==> src/rtl/lcd_cursor.sv <==
// lcd_cursor: HD44780-style 8-bit text LCD controller with a movable cursor on
// line 1 (16 columns). Runs the power-up init sequence, then idles waiting for
// button presses: a digit key writes its ASCII digit at the cursor and advances
// it; left/right keys move the cursor. Every cursor change re-issues the DDRAM
// address so the visible cursor follows.
//
// Ports
//   clk          in   system clock, rising edge
//   rst          in   synchronous active-high reset
//   number_btn   in   [9:0] digit keys, bit n = digit n (rising edge = press)
//   control_btn  in   [1] cursor left, [0] cursor right (rising edge = press)
//   LCD_E        out  LCD enable strobe
//   LCD_RS       out  0 = command, 1 = data
//   LCD_RW       out  tied 0 (write only)
//   LCD_DATA     out  [7:0] LCD bus byte
//   LED_out      out  [7:4] cursor column, [3:0] last digit written
//
// Build option
//   LCD_CURSOR_BLINK_EN  defined: display-on command enables cursor blink (0x0F)
//                        undefined: cursor shown without blink (0x0E)
module lcd_cursor #(
  parameter int unsigned DELAY_CNT = 70,
  parameter int unsigned CMD_CNT   = 30
) (
  input  logic       clk,
  input  logic       rst,
  input  logic [9:0] number_btn,
  input  logic [1:0] control_btn,
  output logic       LCD_E,
  output logic       LCD_RS,
  output logic       LCD_RW,
  output logic [7:0] LCD_DATA,
  output logic [7:0] LED_out
);

  localparam int unsigned CNT_MAX = (DELAY_CNT > CMD_CNT) ? DELAY_CNT : CMD_CNT;
  localparam int unsigned CW      = $clog2(CNT_MAX + 1);

`ifdef LCD_CURSOR_BLINK_EN
  localparam logic [7:0] DISP_CMD = 8'h0F;
`else
  localparam logic [7:0] DISP_CMD = 8'h0E;
`endif

  typedef enum logic [2:0] {
    DELAY, FUNCTION_SET, DISP_ONOFF, ENTRY_MODE,
    CLEAR_DISP, DELAY_T, WRITE_CHAR, SET_ADDR
  } state_t;

  state_t        state, state_d;
  logic [CW-1:0] cnt_q, cnt_d;
  logic [3:0]    pos_q, pos_d;
  logic [3:0]    last_q, last_d;
  logic [11:0]   btn_prev_q;
  logic          e_q, e_d;
  logic          rs_q, rs_d;
  logic [7:0]    data_q, data_d;

  logic [11:0]   btn_now;
  logic [11:0]   btn_edge;
  logic          last_cyc;
  logic [3:0]    pos_inc;
  logic          digit_found;
  logic [3:0]    digit;

  assign btn_now  = {control_btn, number_btn};
  assign btn_edge = btn_now & ~btn_prev_q;
  assign pos_inc  = (pos_q == 4'hF) ? pos_q : pos_q + 4'd1;

  always_comb begin
    state_d     = state;
    cnt_d       = cnt_q;
    pos_d       = pos_q;
    last_d      = last_q;
    rs_d        = rs_q;
    data_d      = data_q;
    e_d         = 1'b0;
    digit_found = 1'b0;
    digit       = '0;

    last_cyc = (state == DELAY) ? (cnt_q == CW'(DELAY_CNT - 1))
                                : (cnt_q == CW'(CMD_CNT - 1));

    if (state != DELAY_T) begin
      cnt_d = last_cyc ? '0 : cnt_q + 1'b1;
    end else begin
      cnt_d = '0;
    end

    // Lowest-index digit wins among simultaneous digit edges.
    for (int unsigned i = 0; i < 10; i++) begin
      if (btn_edge[i] && !digit_found) begin
        digit_found = 1'b1;
        digit       = 4'(i);
      end
    end

    case (state)
      DELAY:        if (last_cyc) state_d = FUNCTION_SET;
      FUNCTION_SET: if (last_cyc) state_d = DISP_ONOFF;
      DISP_ONOFF:   if (last_cyc) state_d = ENTRY_MODE;
      ENTRY_MODE:   if (last_cyc) state_d = CLEAR_DISP;
      CLEAR_DISP:   if (last_cyc) state_d = DELAY_T;
      DELAY_T: begin
        if (btn_edge[11]) begin
          pos_d   = (pos_q == 4'h0) ? pos_q : pos_q - 4'd1;
          state_d = SET_ADDR;
        end else if (btn_edge[10]) begin
          pos_d   = pos_inc;
          state_d = SET_ADDR;
        end else if (digit_found) begin
          last_d  = digit;
          state_d = WRITE_CHAR;
        end
      end
      WRITE_CHAR: begin
        if (last_cyc) begin
          pos_d   = pos_inc;
          state_d = SET_ADDR;
        end
      end
      SET_ADDR:     if (last_cyc) state_d = DELAY_T;
      default:      state_d = DELAY;
    endcase

    // Bus outputs are registered from next-state values so they line up
    // exactly with the state/cnt they belong to; idle holds the last byte.
    case (state_d)
      DELAY:        begin rs_d = 1'b0; data_d = 8'h00; end
      FUNCTION_SET: begin rs_d = 1'b0; data_d = 8'h38; end
      DISP_ONOFF:   begin rs_d = 1'b0; data_d = DISP_CMD; end
      ENTRY_MODE:   begin rs_d = 1'b0; data_d = 8'h06; end
      CLEAR_DISP:   begin rs_d = 1'b0; data_d = 8'h01; end
      WRITE_CHAR:   begin rs_d = 1'b1; data_d = 8'h30 | {4'h0, last_d}; end
      SET_ADDR:     begin rs_d = 1'b0; data_d = {4'h8, pos_d}; end
      default:      ;
    endcase

    e_d = (state_d != DELAY) && (state_d != DELAY_T) &&
          (cnt_d >= CW'(2)) && (cnt_d <= CW'(CMD_CNT - 3));
  end

  always_ff @(posedge clk) begin
    if (rst) begin
      state      <= DELAY;
      cnt_q      <= '0;
      pos_q      <= '0;
      last_q     <= '0;
      btn_prev_q <= '0;
      e_q        <= 1'b0;
      rs_q       <= 1'b0;
      data_q     <= '0;
    end else begin
      state      <= state_d;
      cnt_q      <= cnt_d;
      pos_q      <= pos_d;
      last_q     <= last_d;
      btn_prev_q <= btn_now;
      e_q        <= e_d;
      rs_q       <= rs_d;
      data_q     <= data_d;
    end
  end

  assign LCD_E    = e_q;
  assign LCD_RS   = rs_q;
  assign LCD_RW   = 1'b0;
  assign LCD_DATA = data_q;
  assign LED_out  = {pos_q, last_q};

endmodule

==> config.mk <==
export PLATFORM = sky130hd
export DESIGN_NAME = lcd_cursor
export DESIGN_NICKNAME = d
export VERILOG_FILES = /design/src/rtl/lcd_cursor.sv
export SDC_FILE = /design/constraint.sdc
export NUM_CORES = 1
export LEC_CHECK = 0
export CAP_MARGIN = 20
export CORE_AREA = 5 5 68 70
export CTS_BUF_LIST = sky130_fd_sc_hd__clkbuf_8
export CTS_CLUSTER_DIAMETER = 120
export DETAILED_ROUTE_END_ITERATION = 7
export DIE_AREA = 0 0 73 75
export PLACE_DENSITY = 0.81
export SLEW_MARGIN = 20
export SYNTH_ARGS = -nofsm -noshare
export SYNTH_HDL_FRONTEND = slang
export SYNTH_SLANG_ARGS = --single-unit
export TNS_END_PERCENT = 30
==> constraint.sdc <==
create_clock -name clk -period 3.3 [get_ports clk]
set_input_delay 0.33 -clock clk [delete_from_list [all_inputs] [get_ports clk]]
set_output_delay 0.33 -clock clk [all_outputs]
set_load 0.005 [all_outputs]
==> impl_metrics.yaml <==
clock_tree:
  path_clk_slew_ps: 80
  clock_latency_ps: 290
  ctsHoldBuffers: 0
  clkSinkCount: 38
  cts-root-buf: "clkbuf_8"
  postCtsSetupRepairBufs: 0
  tritoncts: "built"
  clk_path_buf_depth: 2
  cts_made_buffers: 5
  cts_resized: 0
  htree_levels: 2
global_route:
  grt_max_degree: 27
  grt-ovfl-total: 0
  grt-busiest-layer: "met2"
  met2_usage_pct: 29.5
  use_met1_pct: 25.0
  grt_pass1_vias: 1736
  met3_usage_pct: 4.41
  grt_use_total_pct: 18.6
  grt_pass1_wl_microns: 7920
  antenna_found_initial: 0
pwr:
  combPwrFrac_pct: 9.5
  switching_share_pct: 23.9
  clkPwrFrac_pct: 36.9
  p_sw_w: 0.000213
  powerDensity_nw_per_um2: 352
  vdd_drop_max_v: 0.000223
  seq_power_share_pct: 53.6
  p_int_w: 0.000676
  leakage_nw: 0.896
sta:
  setup_viol: 0
  finClkSkew_ps: 8.52
  post-route-period-util_pct: 79.2
  tightest_slew_ps: 670
  slew_viol_final: 0
  rsz0062_at_grt: "false"
  fmax_mhz: 383
  relSlewSlack_pct: 55.2
  hold_viol_final: 0
  fin_hold_ws_ps: 478
  fin_ws_ps: 686
  period_needed_ps: 2610
  tns_ps: 0
worst_setup_path:
  criticalPathCategory: "in2reg"
  required_ps: 3500
  cp-start-kind: "input port"
  crit_arrival_ps: 2810
  endpoint_kind: "flop"
  worstPathMaxFanout: 7
drt:
  wirelength_microns: 4740
  num_vias: 1831
  wl_per_cell_microns: 14.9
  drt_iter0_drc: 94
  route.detailed.drc: 0
  avgViaCountPerCell: 5.76
  ant_nets: 0
  first_pass_iters: 4
floorplan:
  die_x_microns: 73
  rows: 23
  core-area_sq_um: 3910
  die_y_microns: 75
  ioPinCount: 33
  dieArea_sq_um: 5480
  start_util_pct: 54.4
final_layout:
  antenna_cells: 0
  utilization_pct: 64.6
  fin_cells: 318
  synthToLayoutAreaGrowth_pct: 18.8
  nets: 285
  drive_gt1_share_pct: 9.70
yosys:
  synth_common_cells: "dfxtp_1 (38), nor2b_1 (25), nor2_1 (23)"
  synth-seq-area-share_pct: 35.7
  ys_ff_latch: 38
  async_flop_share_pct: 0
  syn_area_sq_um: 2130
  yosys_warnings: 0
  postSynthCellCount: 242
  synth.distinct_cells: 63
  synth_enable_flop_cells: 0
  synth_area_leaders: "dfxtp_1 (36%), nor2b_1 (7.3%), nor2_1 (4.1%)"
  synth_top_area_cell: "dfxtp_1"
  postSynthAreaPerCell_sq_um: 8.79
  synth_top_area_share_pct: 35.7
  yosysMostFrequentCell: "dfxtp_1"
  synth_ff_type: "dfxtp_1"
min_path:
  hold_path_class: "reg2reg"
placed_design:
  post-place-ws_ps: 427
  dp_cells: 310
  place_congestion: 0.838
  hpwl_microns: 3560
  port_buffers: 30
outcome:
  status: "complete, no violations"
job:
  cap_violations: 0
cell families (layout without fill, tap and decap cells):
family          count (synthesis)  count (layout)  share of synthesized area, %
compound gates                 52              52                          19.3
mux                             4               4                          2.17
other cells                     1               2                         0.176
buf+inv                        19              44                          4.17
simple gates                  116             116                          32.8
fa+ha+maj                       4               4                          2.35
flops                          38              38                          35.7
xor+xnor                        8               8                          3.29
per-layer routing:
metal | vias to the layer above | part of all wire (%)
met4 | 0 | 1.4
met1 | 842 | 48
met2 | 65 | 45
met3 | 10 | 4.8
li1 | 914 | -
met5 | - | 0
critical path, cell delays in order:
cell	delay (ps)
clkdlybuf4s50_1	460
nor2b_1	290
or4_1	340
nor4_4	80
nor4b_2	590
mux2_4	370
a2111oi_4	340
power groups by stage:
stage | Clock [W] | Sequential [W] | Combinational (W)
2_1_floorplan | 0 | 0.000484 | 0.0000585
3_3_place_gp | 0 | 0.000487 | 0.0000815
3_5_place_dp | 0 | 0.000487 | 0.0000838
4_1_cts | 0.000336 | 0.000477 | 0.0000841
5_1_grt | 0.000359 | 0.000478 | 0.0000932
6_report | 0.000328 | 0.000477 | 0.0000844
stage by stage:
step                instance area (sq um)  total power, W
floorplan                            2130        0.000542
global placement                     2430        0.000568
detailed placement                   2430        0.000571
CTS                                  2530        0.000897
global route                         2530        0.000931
finish                               2530        0.000889
final timing paths:
kind	start	endpoint	depth (start not counted)	slack, ps
max	number_btn[0]	LCD_DATA[0]	7	690
min	cnt_q[0]	cnt_q[0]	1	480
max reg2reg	state[0]	LCD_DATA[0]	6	740
min reg2reg	cnt_q[0]	cnt_q[0]	1	480
layout make-up:
type | count | area [sq um]
fill | 340 | 1390
timing repair buffer | 31 | 308
clock buffer | 6 | 82.6
tap | 50 | 62.6
multi-input combinational | 186 | 1280
sequential | 38 | 761
inverter | 5 | 18.8
clock inverter | 2 | 12.5
registers in the layout, indices dropped and copies added, names as in the netlist:
name	cells
LCD_DATA	6
last_q	4
btn_prev_q	12
LCD_RS	1
cnt_q	7
pos_q	4
state	3
LCD_E	1
placed cells by master, fill, tap and decap left out, types with 3 or more instances in the layout:
cell type / n
and3b_1: 3
clkdlybuf4s50_1: 30
dfxtp_1: 38
nand2b_1: 13
nor4_1: 3
nand2_1: 9
or2_2: 3
inv_1: 5
ha_1: 4
or3_1: 3
clkbuf_8: 6
a21oi_1: 6
nor2b_1: 25
o211ai_1: 3
xnor2_1: 6
o21ai_0: 11
a211oi_1: 3
nor2_1: 23
nand3b_1: 3
nor3_1: 4
nand3_1: 11
No activity file was read; power rests on OpenSTA's default activity.
